--- config.mk ---
export PLATFORM = sky130hd
export DESIGN_NAME = instr_mem_loader
export DESIGN_NICKNAME = d
export VERILOG_FILES = /design/src/rtl/instr_mem_loader.sv
export SDC_FILE = /design/constraint.sdc
export NUM_CORES = 1
export LEC_CHECK = 0
export ABC_AREA = 1
export CAP_MARGIN = 15
export CELL_PAD_IN_SITES_DETAIL_PLACEMENT = 1
export CELL_PAD_IN_SITES_GLOBAL_PLACEMENT = 2
export CORE_UTILIZATION = 22
export CTS_CLUSTER_DIAMETER = 200
export DETAILED_ROUTE_END_ITERATION = 12
export GPL_TIMING_DRIVEN = 0
export PLACE_DENSITY = 0.93
export SLEW_MARGIN = 20
export SYNTH_ARGS = -nofsm -noshare
export SYNTH_HDL_FRONTEND = slang
export SYNTH_SLANG_ARGS = --single-unit
--- constraint.sdc ---
create_clock -name clk -period 2.9 [get_ports clk]
set_input_delay 0.58 -clock clk [delete_from_list [all_inputs] [get_ports clk]]
set_output_delay 0.58 -clock clk [all_outputs]
set_load 0.03 [all_outputs]
--- src/rtl/instr_mem_loader.sv ---
// Encodes MIPS R/I/J field bundles into machine words and streams them into
// instruction memory, holding the core in reset until the load finishes.
module instr_mem_loader #(
    parameter int unsigned ADDR_WIDTH = 10,
    parameter logic [31:0] BASE_ADDR  = 32'h0000_0000
) (
    input  logic                  clk,
    input  logic                  reset,
    input  logic                  start,
    input  logic                  in_valid,
    output logic                  in_ready,
    input  logic                  in_last,
    input  logic [1:0]            in_fmt,
    input  logic [5:0]            in_opcode,
    input  logic [4:0]            in_rs,
    input  logic [4:0]            in_rt,
    input  logic [4:0]            in_rd,
    input  logic [4:0]            in_shamt,
    input  logic [5:0]            in_funct,
    input  logic [15:0]           in_imm,
    input  logic [25:0]           in_target,
    output logic                  imem_we,
    output logic [31:0]           imem_addr,
    output logic [31:0]           imem_wdata,
    output logic                  cpu_hold,
    output logic                  done,
    output logic                  error,
    output logic [ADDR_WIDTH:0]   word_count
);

    typedef enum logic [1:0] {
        S_IDLE,
        S_ACCEPT,
        S_WRITE,
        S_DONE
    } state_e;

    localparam logic [ADDR_WIDTH:0] CAP = {1'b1, {ADDR_WIDTH{1'b0}}};

    state_e              state_q, state_d;
    logic [ADDR_WIDTH:0] wc_q, wc_d;
    logic                err_q, err_d;
    logic                last_q, last_d;
    logic [31:0]         addr_q, addr_d;
    logic [31:0]         data_q, data_d;

    logic [31:0]         pack_w;
    logic                legal_w;
    logic                fire_w;

    // Encoder: packed word plus opcode/format legality.
    always_comb begin
        pack_w  = '0;
        legal_w = 1'b0;
        case (in_fmt)
            2'b00: begin
                pack_w  = {in_opcode, in_rs, in_rt, in_rd,
                           in_shamt, in_funct};
                legal_w = (in_opcode == 6'b000000);
            end
            2'b01: begin
                pack_w  = {in_opcode, in_rs, in_rt, in_imm};
                legal_w = in_opcode inside {6'b001000, 6'b001100,
                                            6'b001101, 6'b001010,
                                            6'b100011, 6'b101011,
                                            6'b000100};
            end
            2'b10: begin
                pack_w  = {in_opcode, in_target};
                legal_w = (in_opcode == 6'b000010);
            end
            default: begin
                pack_w  = '0;
                legal_w = 1'b0;
            end
        endcase
    end

    assign fire_w = in_valid && (state_q == S_ACCEPT);

    always_comb begin
        state_d = state_q;
        wc_d    = wc_q;
        err_d   = err_q;
        last_d  = last_q;
        addr_d  = addr_q;
        data_d  = data_q;
        case (state_q)
            S_IDLE, S_DONE: begin
                if (start) begin
                    wc_d    = '0;
                    err_d   = 1'b0;
                    state_d = S_ACCEPT;
                end
            end
            S_ACCEPT: begin
                if (fire_w) begin
                    if (wc_q == CAP) begin
                        err_d   = 1'b1;
                        state_d = S_DONE;
                    end else if (legal_w) begin
                        addr_d  = BASE_ADDR + (32'(wc_q) << 2);
                        data_d  = pack_w;
                        last_d  = in_last;
                        state_d = S_WRITE;
                    end else begin
                        err_d = 1'b1;
                        if (in_last) begin
                            state_d = S_DONE;
                        end
                    end
                end
            end
            S_WRITE: begin
                wc_d    = wc_q + 1'b1;
                state_d = last_q ? S_DONE : S_ACCEPT;
            end
            default: state_d = S_IDLE;
        endcase
    end

    always_ff @(posedge clk) begin
        if (reset) begin
            state_q <= S_IDLE;
            wc_q    <= '0;
            err_q   <= 1'b0;
            last_q  <= 1'b0;
            addr_q  <= BASE_ADDR;
            data_q  <= '0;
        end else begin
            state_q <= state_d;
            wc_q    <= wc_d;
            err_q   <= err_d;
            last_q  <= last_d;
            addr_q  <= addr_d;
            data_q  <= data_d;
        end
    end

    assign in_ready   = (state_q == S_ACCEPT);
    assign imem_we    = (state_q == S_WRITE);
    assign cpu_hold   = (state_q != S_DONE);
    assign done       = (state_q == S_DONE);
    assign imem_addr  = addr_q;
    assign imem_wdata = data_q;
    assign error      = err_q;
    assign word_count = wc_q;

endmodule

==> results.yml <==
status:
  status: "complete, no violations"
drt:
  wl_per_cell_um: 15.7
  ant_nets: 0
  num_vias: 3818
  drt_first_pass_iters: 4
  viasPerCell: 4.63
  drc: 0
  drt_iter0_markers: 176
  wirelength_mm: 12.9
logic_synthesis:
  synth_edf_count: 0
  muxShareOfSynthArea: 0
  avgSynthCellArea_um2: 7.03
  yosysTopAreaCell: "dfxtp_1"
  synth_cell_type_count: 31
  synth_top_cells_by_count: "nand2_1, dfxtp_1, a21oi_1"
  synth_cells: 466
  netlist_area_um2: 3280
  synth_xor_area_frac: 0
  synth_fa_ha_area_frac: 0.0191
  synth_seq_cells: 58
  ys.flop_type: "dfxtp_1"
  yosysWarnings: 0
  synth-simple-area-share: 0.361
  synth_top_area_frac: 0.354
  synth_top_family_by_area: "simple AND/OR/NAND/NOR gates"
  yosysMostFrequentCell: "nand2_1"
  async_reset_ff_frac: 0
  synth_area_leaders: "dfxtp_1, nand2_1, nand4_1"
  synth_seq_area_share: 0.354
  synth_compound_area_frac: 0.123
final_layout:
  n_fill_cell: 1790
  syn_to_final_growth_pct: 61.6
  finalNonFillerCells: 825
  finish.instance_area_um2: 5290
  n_antenna_cell: 0
  final_nets: 722
  drive_above_1_share: 0.0936
hold_path:
  min_from: "imem_wdata[30]"
  hold_path_depth: 2
  min_path_type: "flop to flop"
  hold_path_end: "imem_wdata[30]"
timing:
  fin_crit_sh: 0.779
  slew_viol_final: 0
  worstMarginPinSlew_ns: 0.554
  setup_viol: 0
  hold_viol: 0
  rsz0062_at_grt: "no"
  max_freq_ghz: 0.443
  fin_skew_ns: 0.00722
  slew_headroom: 0.630
  fin_tns_setup_ns: 0
  period_needed_ns: 2.26
clocking:
  cts_hold_buf: 0
  h-tree-depth: 3
  clock-sinks: 58
  cts_tree: "built"
  root_buffer: "clkbuf_16"
  clockBufferDepth: 2
  post_cts_resized: 0
  path_clk_slew_ns: 0.05
  cts_inserted_buffers: 9
  clock_latency_ns: 0.33
  cts_setup_buffers: 0
run:
  drv_cap: 0
floorplan:
  die_y_um: 124
  io_pins: 161
  initial_core_util: 0.225
  num_rows: 44
  fp.dieW_um: 124
  dieArea_um2: 15400
  coreArea_um2: 14500
global_route:
  grt_pass1_wl_mm: 19.4
  track_usage: 0.166
  grt_start_max_net_pins: 11
  antenna_found_initial: 0
  overflow: 0
  grt_pass1_vias: 3724
worst_setup_path:
  r2r_start: "word_count[0]"
  crit_type: "flop to output pin"
  worst_ep_required_time_ns: 2.32
  endpoint_kind: "output pin"
  max_stage_delay_ns: 0.70
  start_kind: "flop"
  path_buf_inv: 2
  r2r_slack_ns: 0.95
  slowest_stage: "clkdlybuf4s50_1"
  cp.arrival_ns: 1.68
  worstReg2RegEnd: "imem_wdata[29]"
  crit_chain: "inv_1 > ha_1 > clkdlybuf4s50_1"
  worstPathMaxFanout: 4
  critPathTopFamily: "buffers and inverters"
  worstRegToRegCells: 8
placed_design:
  hpwl_mm: 10.1
  io_buffer_count: 139
  place_congestion: 0.859
  place_inst: 809
  placed_cell_area_um2: 4970
power_and_ir_drop:
  p_leak_nw: 2.02
  powerDensity_nw_per_um2: 533
  total_power_mw: 2.82
  ir_drop_mv: 0.400
-- layout by cell type, fill, tap and decap left out, drive strengths merged --
cell type      instances
dfxtp                 58
nand2                116
a22o                  10
o21ai                  4
nand4                 49
buf                   36
nand3                 39
clkbuf                25
nor3                  11
nor3b                  2
clkdlybuf4s50        139
nor4                   2
inv                   32
nor2                  29
o21a                   2
ha                     5
bufinv                 2
clkinv                 3
a211oi                 1
conb                  21
clkinvlp               1
a21oi                 54
-- flip-flops by register name (all words and copies together) (netlist names) --
register / cells
imem_wdata: 32
imem_addr: 11
word_count: 11
state_q: 2
error: 1
last_q: 1
-- tightest hold or removal path: stages, from the launching register on --
cell and delay [ns]:
dfxtp_1 0.31, nand2_1 0.06, nor2_1 0.03
-- layer usage --
layer  up-vias  part of all wire  GRT usage
met5         -                 0          0
met4         0             0.020     0.0685
met3        18             0.042     0.0298
met2        92              0.51      0.289
met1      1818              0.43      0.201
li1       1890                 -          -
-- layout make-up --
type | instances | area [um^2] | share of cell area
timing repair buffer | 139 | 1390 | 0.263
tap | 184 | 230 | 0.0435
sequential | 58 | 1160 | 0.219
clock inverter | 5 | 77.6 | 0.0147
inverter | 33 | 124 | 0.0234
clock buffer | 11 | 243 | 0.0459
multi-input combinational | 345 | 1730 | 0.326
buffer | 50 | 339 | 0.0641
-- power breakdown --
group / internal [mW] / switching (mW)
clock: 0.772 / 0.375
sequential: 0.827 / 0.0325
combinational: 0.312 / 0.502
-- stage by stage --
stage	worst slack, ns	hold WS, ns	util
2_1_floorplan	1.06	0.439	-
3_3_place_gp	0.322	0.427	0.342
3_5_place_dp	0.282	0.434	0.342
4_1_cts	0.616	0.444	0.364
5_1_grt	0.478	0.488	0.364
6_report	0.640	0.442	0.364
-- worst max-delay path by stage --
stage	start	endpoint	slack (ns)	cells after the start
final	state_q[1]	in_ready	0.64	3
after global routing	in_fmt[0]	imem_wdata[19]	0.48	12
after CTS	in_fmt[0]	imem_wdata[29]	0.62	12
after detailed placement	in_fmt[0]	imem_wdata[29]	0.28	12
after global placement	in_fmt[0]	imem_wdata[1]	0.32	12
after floorplan	state_q[0]	word_count[8]	1.06	10
-- cell families after synthesis --
kind of cell	count (synthesis)
fa+ha+maj	5
other cells	1
compound gates	71
buf+inv	83
flops	58
simple gates	248
No activity file was read; power rests on OpenSTA's default activity.
